$ cat src/rtl/fb_access_arbiter.sv
// Framebuffer RAM arbiter: scan-out reads always win, two writers share leftover cycles
// round-robin, with per-writer sticky starvation detection.
module fb_access_arbiter #(
   parameter int unsigned ADDR_W        = 19,
   parameter int unsigned DATA_W        = 8,
   parameter int unsigned WR_BLANK_ONLY = 0,
   parameter int unsigned STARVE_LIMIT  = 1024
) (
   input  logic              clock,
   input  logic              reset_n,
   input  logic              blank,
   input  logic              disp_req,
   input  logic [ADDR_W-1:0] disp_addr,
   output logic [DATA_W-1:0] disp_data,
   output logic              disp_valid,
   input  logic              wr0_valid,
   output logic              wr0_ready,
   input  logic [ADDR_W-1:0] wr0_addr,
   input  logic [DATA_W-1:0] wr0_data,
   input  logic              wr1_valid,
   output logic              wr1_ready,
   input  logic [ADDR_W-1:0] wr1_addr,
   input  logic [DATA_W-1:0] wr1_data,
   output logic              ram_en,
   output logic              ram_we,
   output logic [ADDR_W-1:0] ram_addr,
   output logic [DATA_W-1:0] ram_wdata,
   input  logic [DATA_W-1:0] ram_rdata,
   output logic [1:0]        wr_starve
);

   localparam int unsigned CNT_W = $clog2(STARVE_LIMIT + 1);

   logic              w_wr_elig;
   logic              w_gnt0;
   logic              w_gnt1;
   logic [1:0]        w_valid;
   logic [1:0]        w_gnt;
   logic [CNT_W-1:0]  w_cnt_nxt [2];
   logic              r_rr;
   logic              r_rd_s1;
   logic              r_disp_valid;
   logic [CNT_W-1:0]  r_cnt [2];

   // Writers see only cycles the display does not claim (and, optionally, only in blanking)
   assign w_wr_elig = !disp_req && ((WR_BLANK_ONLY == 0) || blank);
   assign w_gnt0    = w_wr_elig && wr0_valid && (!wr1_valid || !r_rr);
   assign w_gnt1    = w_wr_elig && wr1_valid && (!wr0_valid ||  r_rr);
   assign wr0_ready = w_gnt0;
   assign wr1_ready = w_gnt1;

   // RAM output data is already registered; gating keeps disp_data at 0 when not valid
   assign disp_valid = r_disp_valid;
   assign disp_data  = r_disp_valid ? ram_rdata : '0;

   always_ff @(posedge clock or negedge reset_n) begin
      if (!reset_n) begin
         ram_en       <= 1'b0;
         ram_we       <= 1'b0;
         ram_addr     <= '0;
         ram_wdata    <= '0;
         r_rr         <= 1'b0;
         r_rd_s1      <= 1'b0;
         r_disp_valid <= 1'b0;
      end else begin
         r_rd_s1      <= disp_req;
         r_disp_valid <= r_rd_s1;
         if (disp_req) begin
            ram_en   <= 1'b1;
            ram_we   <= 1'b0;
            ram_addr <= disp_addr;
         end else if (w_gnt0) begin
            ram_en    <= 1'b1;
            ram_we    <= 1'b1;
            ram_addr  <= wr0_addr;
            ram_wdata <= wr0_data;
            r_rr      <= 1'b1;
         end else if (w_gnt1) begin
            ram_en    <= 1'b1;
            ram_we    <= 1'b1;
            ram_addr  <= wr1_addr;
            ram_wdata <= wr1_data;
            r_rr      <= 1'b0;
         end else begin
            ram_en <= 1'b0;
            ram_we <= 1'b0;
         end
      end
   end

   assign w_valid = {wr1_valid, wr0_valid};
   assign w_gnt   = {w_gnt1, w_gnt0};

   // Wait counters count un-granted requesting cycles and saturate at the limit
   always_comb begin
      for (int i = 0; i < 2; i++) begin
         w_cnt_nxt[i] = '0;
         if (w_valid[i] && !w_gnt[i]) begin
            if (r_cnt[i] == CNT_W'(STARVE_LIMIT)) w_cnt_nxt[i] = r_cnt[i];
            else                                  w_cnt_nxt[i] = r_cnt[i] + CNT_W'(1);
         end
      end
   end

   always_ff @(posedge clock or negedge reset_n) begin
      if (!reset_n) begin
         r_cnt[0]  <= '0;
         r_cnt[1]  <= '0;
         wr_starve <= 2'b00;
      end else begin
         for (int i = 0; i < 2; i++) begin
            r_cnt[i] <= w_cnt_nxt[i];
            if (w_cnt_nxt[i] == CNT_W'(STARVE_LIMIT)) wr_starve[i] <= 1'b1;
         end
      end
   end

endmodule

$ cat config.mk
export PLATFORM = sky130hd
export DESIGN_NAME = fb_access_arbiter
export DESIGN_NICKNAME = d
export VERILOG_FILES = /design/src/rtl/fb_access_arbiter.sv
export SDC_FILE = /design/constraint.sdc
export NUM_CORES = 1
export LEC_CHECK = 0
export BUFFER_PORTS_ARGS = -buffer_cell sky130_fd_sc_hd__buf_2
export CAP_MARGIN = 10
export CORE_ASPECT_RATIO = 0.9
export CORE_MARGIN = 3
export CORE_UTILIZATION = 45
export DETAILED_ROUTE_END_ITERATION = 10
export PLACE_DENSITY = 0.76
export SLEW_MARGIN = 20
export SYNTH_ARGS = -nofsm -noshare
export SYNTH_HDL_FRONTEND = slang
export SYNTH_SLANG_ARGS = --single-unit
export TNS_END_PERCENT = 50
$ cat constraint.sdc
create_clock -name clock -period 2 [get_ports clock]
set_input_delay 0.1 -clock clock [delete_from_list [all_inputs] [get_ports clock]]
set_output_delay 0.1 -clock clock [all_outputs]
set_load 0.05 [all_outputs]
# After elaboration in Yosys (flattened, before gate mapping)
# Index checks and enable logic that the tools add are counted.
# classes
bitwise	1
mux	16
n_reduce_logical	17
addsub	2
eq_ne	4
# op_table
cell	count
$mux W19	3
$eq A11 B11 Y1 const B	4
$mux W11	4
$mux W8	3
$add A11 B1 Y11 const B	2
$logic_and A1 B1 Y1	6
$logic_not A1 Y1	6
$mux W1	6
$reduce_bool A3 Y1	1
$logic_or A1 B1 Y1	2
$reduce_and A2 Y1	1
$reduce_bool A2 Y1	1
$not A1 Y1	1
# totals
output_inout_bits	42
reg_bits	56
input_bits	87
elab_cells	51

# Logic depth before layout (Yosys ltp)
# Gate-level depths: netlist (run 1).
# logic_depth
depth_word	7
mapped_depth	7
mapped_depth_nobuf	7

# Worst setup path after synthesis (run 1)
# OpenSTA, ideal clock, no wires.
# synth_timing
path_kind	register to register
from	reg r_cnt[11] (netlist name)
to	reg wr_starve[0]
setup_ns	0.069
synth_period_minus_slack_ns	1.729
required_ns	1.931
stages_incl_launch_ff	7
path_slack_ns	0.271
path_buffers	0
arrival_ns	1.661
cell_sequence	dfrtp_1 -> ha_1 -> or3_1 -> a21oi_1 -> o211ai_1 -> nor4b_1 -> a41o_1
# synth_via
elab_chain_cells	4
word_cells_on_any_way	5
classes_between	add/sub: 1; eq/ne: 2; mux: 2
# synth_lines
element	line	rtl
start, declared	43	logic [CNT_W-1:0] r_cnt [2];
start signal, assigned by index	112	r_cnt[i] <= w_cnt_nxt[i];
$add A11 B1 Y11 / $eq A11 B11 Y1 (equally long branches)	100, 99	
$mux W11 (*)	99	if (r_cnt[i] == CNT_W'(STARVE_LIMIT)) w_cnt_nxt[i] = r_cnt[i];
$mux W11 (*)	98	if (w_valid[i] && !w_gnt[i]) begin
$eq A11 B11 Y1 (*)	113	if (w_cnt_nxt[i] == CNT_W'(STARVE_LIMIT)) wr_starve[i] <= 1'b1;
end signal, assigned	109	wr_starve <= 2'b00;
end signal, assigned by index	113	
end, declared	29	output logic [1:0] wr_starve
# Mark *: on every way between the ends. The rest lies on a longest branch, timed or not.
# A chain may end at the register's enable or synchronous reset.

# Worst setup path in the final report (run 1)
# layout_timing
from	in disp_req
to	out wr1_ready
# layout_via
elab_chain_cells	3
# layout_lines
element	line	rtl
start, declared	12	input logic disp_req,
$logic_not A1 Y1	46	assign w_wr_elig = !disp_req && ((WR_BLANK_ONLY == 0) || blank);
$logic_and A1 B1 Y1 (2 in a row)	48	assign w_gnt1 = w_wr_elig && wr1_valid && (!wr0_valid || r_rr);
end, declared	21	output logic wr1_ready,
# No other way between the ends.

==> results of run 1 <==
==> metrics by stage <==
step	power, mW	instance area [um2]	hold slack [ps]	setup WS, ps	util
5_1_grt	2.89	4030	0.0246	26.2	0.638
3_5_place_dp	2.12	3810	146	231	0.602
4_1_cts	2.78	4010	0.624	9.51	0.635
2_1_floorplan	1.85	3040	-196	271	-
3_3_place_gp	2.10	3810	148	261	0.602
6_report	2.76	4030	4.09	187	0.638
==> power by group through the flow <==
stage               sequential (mW)  combinational (mW)  clock (mW)
finish                         1.28               0.841       0.641
global route                   1.29               0.908       0.694
CTS                            1.28               0.843       0.656
detailed placement             1.30               0.827           0
global placement               1.29               0.810           0
floorplan                      1.58               0.275           0
==> what timing repair did <==
item,CTS,global route
endpoints found under the setup margin,0,2
gates resized for setup,0,2
hold buffers,11,1
hold endpoints to repair,35,1
==> per-layer routing <==
layer | vias up | wire [um] | GRT usage
met4 | 0 | 89 | 0.0453
met1 | 1311 | 3210 | 0.240
met5 | - | 0 | 0
met2 | 98 | 3580 | 0.329
met3 | 9 | 508 | 0.0406
li1 | 1421 | - | -
==> layout by cell type (no fill, tap or decap), types with 2 or more instances in the layout <==
master,synthesis,routed
mux2i_1,24,24
dfrtp_1,56,56
or3_1,4,3
o21ai_1,6,6
o21ai_2,2,2
xnor2_1,10,10
nand2b_1,4,4
a221o_1,4,4
dlygate4sd3_1,0,12
ha_1,4,4
a21oi_2,1,2
clkbuf_8,0,6
nand4_1,4,4
and2_1,10,10
o21a_1,2,2
inv_1,14,14
nor3_1,5,5
o21ai_0,42,42
nor2b_1,2,2
xor2_1,6,6
a21oi_1,7,6
buf_4,2,12
a31oi_1,2,2
nor2_1,29,28
nand3_1,6,6
nand2_1,55,55
buf_2,2,127
==> flip-flops by register name, indices dropped and copies added (netlist names) <==
signal,cells
r_rd_s1,1
r_cnt,22
wr_starve,2
ram_en,1
ram_addr,19
r_rr,1
ram_we,1
ram_wdata,8
disp_valid,1
==> critical path: stages <==
cell and delay, ps:
dlygate4sd3_1 550, buf_2 190, or3_4 470, inv_2 130
buf_2 270
==> cell type report <==
cell class,instances,area (um2)
Fill cell,550,2290
Multi-Input combinational cell,247,1520
Sequential cell,56,1400
Timing Repair Buffer,151,846
Tap cell,87,109
Clock buffer,7,86.3
Inverter,15,56.3
Clock inverter,1,7.51
==> cells by family after synthesis <==
logic type,count (synthesis)
xor gates and xnor gates,16
muxes,24
and+or+nand+nor,132
DFF,56
AOI/OAI and AO/OA,71
buffers and inverters,29
adders and majority gates,4
==> path summary, 6_finish.rpt <==
kind | slack, ps | start | to | cells after the start
setup / recovery | 190 | disp_req | wr1_ready | 5
hold reg to reg | 360 | r_rd_s1$_DFF_PN0_ | disp_valid$_DFF_PN0_ | 0
hold / removal | 4 | wr0_data[6] | ram_wdata[6]$_DFFE_PN0P_ | 3
max in group asynchronous | 1030 | reset_n | r_cnt[20]$_DFF_PN0_ | 3
min in group asynchronous | 320 | reset_n | r_cnt[8]$_DFF_PN0_ | 2
setup reg to reg | 220 | r_cnt[0]$_DFF_PN0_ | wr_starve[1]$_DFFE_PN0N_ | 6
==> flow_summary_export.csv, run 1 <==
group,metric,value,unit
run_status,status,"complete, no violations",
sta,finalHoldViolCount,0,
logic_synthesis,yosys.cell_types.count,46,
final_layout,syn_to_final_growth,32.4,%
power_and_ir_drop,p_clk_frac,0.232,
placed_design,dp_cells,544,
clock_network,htree_levels,2,
grt,antenna_found_initial,0,
clock_network,clkLatencyLatePin,310,ps
grt,grt_use_total,0.189,
logic_synthesis,synthAdderAreaFrac,0.0165,
logic_synthesis,synth-simple-area-share,0.216,
placed_design,dp_hpwl,5.71,mm
die,ios,129,
route,wl_per_cell,13.1,um
sta,fmaxAchievable,552,MHz
logic_synthesis,synthTopCellsByArea,"dfrtp_1, mux2i_1, o21ai_0, nand2_1, nor2_1",
sta,slew_headroom,0.599,
placed_design,port_buffers,127,
die,dieHeight,84.0,um
logic_synthesis,synth-async-reset-ratio,1.00,
logic_synthesis,ys.flop_type,"dfrtp_1",
logic_synthesis,yosysMostFrequentCell,"dfrtp_1",
clock_network,cts-root-buf,"clkbuf_8",
final_layout,n_antenna_cell,0,
logic_synthesis,synth_top_area_share,0.461,
power_and_ir_drop,p_leak,1.99,nW
clock_network,cts.sinks,56,
logic_synthesis,synthesis.nets,423,
logic_synthesis,syn_inst,332,
sta,slew_viol_final,0,
route,vias,2839,
logic_synthesis,avgSynthCellArea,9.16,um2
logic_synthesis,synth_mux_area_frac,0.0790,
worst_setup_path,path_class,"in2out",
clock_network,clk_path_buf_depth,2,
route,drt_iter0_drc,126,
die,num_rows,27,
logic_synthesis,synth_top_area_cell,"dfrtp_1",
logic_synthesis,synth-edff-count,0,
logic_synthesis,synth_xor_area_frac,0.0461,
die,initial_core_util,0.481,
power_and_ir_drop,p_int,1.77,mW
clock_network,cts_buffers,5,
sta,worstMarginPinSlew,601,ps
power_and_ir_drop,comb_power_share,0.305,
grt,grt_pass1_wl,12.1,mm
clock_network,postCtsSetupRepairBufs,0,
worst_setup_path,required,1900,ps
worst_setup_path,worstSetupEndpointType,"output pin",
route,via_per_inst,5.03,
power_and_ir_drop,seq_power_share,0.463,
worst_setup_path,path_max_fanout,10,
grt,grt_pass1_vias,2699,
clock_network,clk_pin_slew,100,ps
run,maxCapViolations,0,
final_layout,instances_no_fill,564,
die,dieWidth,92.7,um
logic_synthesis,synth_compound_area_frac,0.137,
route,drcViolationCount,0,
power_and_ir_drop,switching_share,0.358,
logic_synthesis,syn_area,0.00304,mm2
logic_synthesis,synth_common_cells,"dfrtp_1, nand2_1, o21ai_0, nor2_1, mux2i_1",
logic_synthesis,synth_top_family_by_area,"simple AND/OR/NAND/NOR gates",
route,route.antenna.remaining_nets,0,
worst_setup_path,cp-start-kind,"input port",
power_and_ir_drop,p_per_area,685,mW/mm2
min_path,worstHoldPathType,"in2reg",
power_and_ir_drop,p_switching,0.988,mW
placed_design,place.gp.congestion,0.922,
route,wl,7.39,mm
sta,tns,0,ps
clock_network,tritoncts,"done",
power_and_ir_drop,irDropWorstVdd,0.281,mV
logic_synthesis,synth-seq-cells,56,
sta,rsz0062_at_grt,"false",
sta,finalCritPeriodShare,0.906,
route,drt_pass1_iterations,4,
grt,grt_overflow_total,0,
sta,period_needed,1810,ps
sta,fin_skew,13.0,ps
die,dieArea,0.00778,mm2
sta,finalSetupViolCount,0,
logic_synthesis,ys_seq_area_frac,0.461,
die,core_area,0.00632,mm2
final_layout,layout.nets,567,
worst_setup_path,arrival,1710,ps
grt,grt_max_degree,40,
final_layout,layout-drive-gt1-share,0.342,
logic_synthesis,yosysWarnings,0,
Note: power is estimated with default switching activity, not from simulation.
==> run 2: changes to the inputs <==
--- a/config.mk
+++ b/config.mk
@@ -5,13 +5,15 @@
 export SDC_FILE = /design/constraint.sdc
 export NUM_CORES = 1
 export LEC_CHECK = 0
+export ABC_AREA = 1
 export BUFFER_PORTS_ARGS = -buffer_cell sky130_fd_sc_hd__buf_2
 export CAP_MARGIN = 10
 export CORE_ASPECT_RATIO = 0.9
 export CORE_MARGIN = 3
 export CORE_UTILIZATION = 45
+export CTS_BUF_LIST = sky130_fd_sc_hd__clkbuf_8
 export DETAILED_ROUTE_END_ITERATION = 10
-export PLACE_DENSITY = 0.76
+export PLACE_DENSITY = 0.75
 export SLEW_MARGIN = 20
 export SYNTH_ARGS = -nofsm -noshare
 export SYNTH_HDL_FRONTEND = slang
==> run 2 against run 1 <==
Against the previous run: utilization shrank 2.8 points; clock power is 38% higher; first-iteration DRC count up 5.6%; synthesized area up 7.4%; hold slack gained 2.1 ps; sequential share of layout area fell by 0.99 points; design area is 2.9% higher; maximum frequency is 4.1% higher; sequential cell count unchanged; final cell count rose by 18%; critical path type is now in2reg; largest cell class unchanged.
==> flow_summary_export.csv, run 2 <==
group,metric,value,unit
clock_network,clk_path_buf_depth,2,
clock_network,clkLatencyLatePin,320,ps
logic_synthesis,synth_top_area_cell,"dfrtp_1",
die,core_area,0.00680,mm2
final_layout,num-fill-cells,645,
grt,grt_pass1_vias,3070,
route,vias,3228,
worst_setup_path,arrival,1960,ps
sta,fmaxAchievable,574,MHz
logic_synthesis,synth-edff-count,0,
grt,grt_max_degree,34,
logic_synthesis,avgSynthCellArea,7.32,um2
logic_synthesis,synth-async-reset-ratio,1.00,
grt,grt_pass1_wl,13.0,mm
route,drt_iter0_drc,133,
sta,slew_headroom,0.553,
sta,period_needed,1740,ps
final_layout,top_regs,"r_cnt x22, ram_addr x19, ram_wdata x8",
placed_design,place_ws,342,ps
die,dieHeight,86.8,um
placed_design,placed_area,0.00396,mm2
min_path,worstHoldPathType,"in2reg",
logic_synthesis,synth_common_cells,"nand2_1, dfrtp_1, inv_1, nor2_1, nand3_1",
grt,grt_use_total,0.194,
sta,rsz0062_at_grt,"false",
final_layout,largest_reg_flops,22,
worst_setup_path,timing.rr.end,"wr_starve[0]$_DFFE_PN0N_",
placed_design,place.gp.congestion,0.902,
logic_synthesis,ys.flop_type,"dfrtp_1",
grt,grt_overflow_total,0,
die,num_rows,28,
placed_design,port_buffers,127,
final_layout,n_antenna_cell,0,
logic_synthesis,synthesis.nets,537,
route,wl_per_cell,11.7,um
run_status,status,"complete, no violations",
logic_synthesis,yosysMostFrequentCell,"nand2_1",
logic_synthesis,synthTopCellsByArea,"dfrtp_1, nand2_1, inv_1, nand3_1, nor2_1",
run,maxCapViolations,0,
die,ios,129,
grt,antenna_found_initial,0,
route,drt_pass1_iterations,4,
final_layout,final_area,0.00415,mm2
route,wl,7.83,mm
final_layout,layout_common_cells,"nand2_1, buf_2, inv_1, dfrtp_1, nor2_1",
final_layout,layout-drive-gt1-share,0.292,
logic_synthesis,synth_top_area_share,0.429,
final_layout,layout_commonest_cell,"nand2_1",
logic_synthesis,yosys.cell_types.count,33,
clock_network,htree_levels,2,
sta,tns,0,ps
die,initial_core_util,0.481,
sta,finalSetupViolCount,0,
clock_network,postCtsSetupRepairBufs,0,
final_layout,layout.nets,668,
die,dieWidth,95.8,um
logic_synthesis,syn_inst,446,
final_layout,syn_to_final_growth,26.9,%
clock_network,cts-root-buf,"clkbuf_8",
route,via_per_inst,4.83,
sta,fin_ws,258,ps
die,dieArea,0.00832,mm2
worst_setup_path,worstSetupEndpointType,"flop",
worst_setup_path,timing.rr.start,"r_cnt[11]$_DFF_PN0_",
clock_network,tritoncts,"done",
power_and_ir_drop,p_per_area,768,mW/mm2
worst_setup_path,required,2210,ps
logic_synthesis,syn_area,0.00327,mm2
clock_network,cts_buffers,5,
sta,worstMarginPinSlew,670,ps
route,route.antenna.remaining_nets,0,
worst_setup_path,path_max_fanout,33,
sta,slew_viol_final,0,
sta,finalHoldViolCount,0,
worst_setup_path,cp-start-kind,"input port",
final_layout,top_register,"r_cnt",
worst_setup_path,path_class,"in2reg",
power_and_ir_drop,p_leak,2.36,nW
route,drcViolationCount,0,
sta,finalCritPeriodShare,0.871,
clock_network,cts.sinks,56,
sta,fin_skew,14.8,ps
power_and_ir_drop,irDropWorstVdd,0.518,mV
worst_setup_path,r2r_cells,11,
worst_setup_path,cp-startpoint,"disp_req",
logic_synthesis,ys_seq_area_frac,0.429,
logic_synthesis,yosysWarnings,0,
worst_setup_path,regToRegSetupSlack,340,ps
placed_design,dp_hpwl,6.23,mm
clock_network,clk_pin_slew,110,ps
logic_synthesis,synth-seq-cells,56,
clock_network,cts_resized,0,
worst_setup_path,critPathCapture,"ram_addr[2]$_DFFE_PN0P_",
## run 2: changes by cell type after synthesis, moves of 8 or more
cell	change
and2_1	-10
o21ai_2	+12
xnor2_1	-8
nand2_1	+87
mux2i_1	-24
nand3_1	+35
inv_1	+42
o21ai_0	-17
nor2_1	+19
## run 2: final cells by class
cell class                 count  area, um2  share of cell area
clock buffer                   5       68.8              0.0166
clock inverter                 3       68.8              0.0166
inverter                      63        246              0.0595
multi-input combinational    316       1530               0.368
sequential                    56       1400               0.338
tap                           90        113              0.0272
timing repair buffer         135        721               0.174
## run 2: cell families after synthesis
kind of cell               synth area share
AOI/OAI and AO/OA                     0.115
xor gates and xnor gates             0.0161
DFF                                   0.429
adders and majority gates            0.0153
and+or+nand+nor                       0.321
buffers and inverters                 0.104
## run 2: critical path, stage by stage
cell	delay [ps]
dlygate4sd3_1	530
buf_2	180
inv_2	80
nand2_2	240
nand2_4	130
inv_4	120
nand2_4	70
inv_4	300
nand2_1	90
o311ai_0	110
## run 2: metal layers
metal	routed length (um)	vias to the layer above	track usage
li1	-	1668	-
met1	3380	1441	0.238
met2	3740	109	0.338
met3	611	10	0.0434
met4	95	0	0.0568
met5	0	-	0
## run 2: worst min path at each step
stage	start	endpoint	slack, ps	depth (start not counted)
global placement	reset_n	ram_wdata[3]$_DFFE_PN0P_	160	1
CTS	wr1_data[0]	ram_wdata[0]$_DFFE_PN0P_	5	3
finish	disp_addr[2]	ram_addr[2]$_DFFE_PN0P_	6	3
floorplan	reset_n	disp_valid$_DFF_PN0_	-200	0
global route	wr0_data[6]	ram_wdata[6]$_DFFE_PN0P_	10	3
detailed placement	reset_n	ram_wdata[3]$_DFFE_PN0P_	190	1
## run 2: through the flow
stage	power (mW)	cells	util	hold WS (ps)
after detailed placement	2.32	655	0.582	187
final	3.18	668	0.610	6.22
after floorplan	2.04	446	-	-196
after CTS	3.22	668	0.610	4.74
after global placement	2.30	655	0.582	165
after global routing	3.33	668	0.610	10.7
## run 2: timing repair
| item | 4_1_cts | 5_1_grt |
|---|---|---|
| endpoints found under the hold margin | 32 | 0 |
| hold buffers | 5 | 0 |
| setup endpoints to repair | 0 | 0 |
## run 2: power by group
group / switching, mW / total [mW] / leakage [nW] / internal (mW)
registers: 0.0672 / 1.31 / 0.697 / 1.24
clock network: 0.383 / 0.887 / 0.0687 / 0.504
logic: 0.715 / 0.986 / 1.60 / 0.272
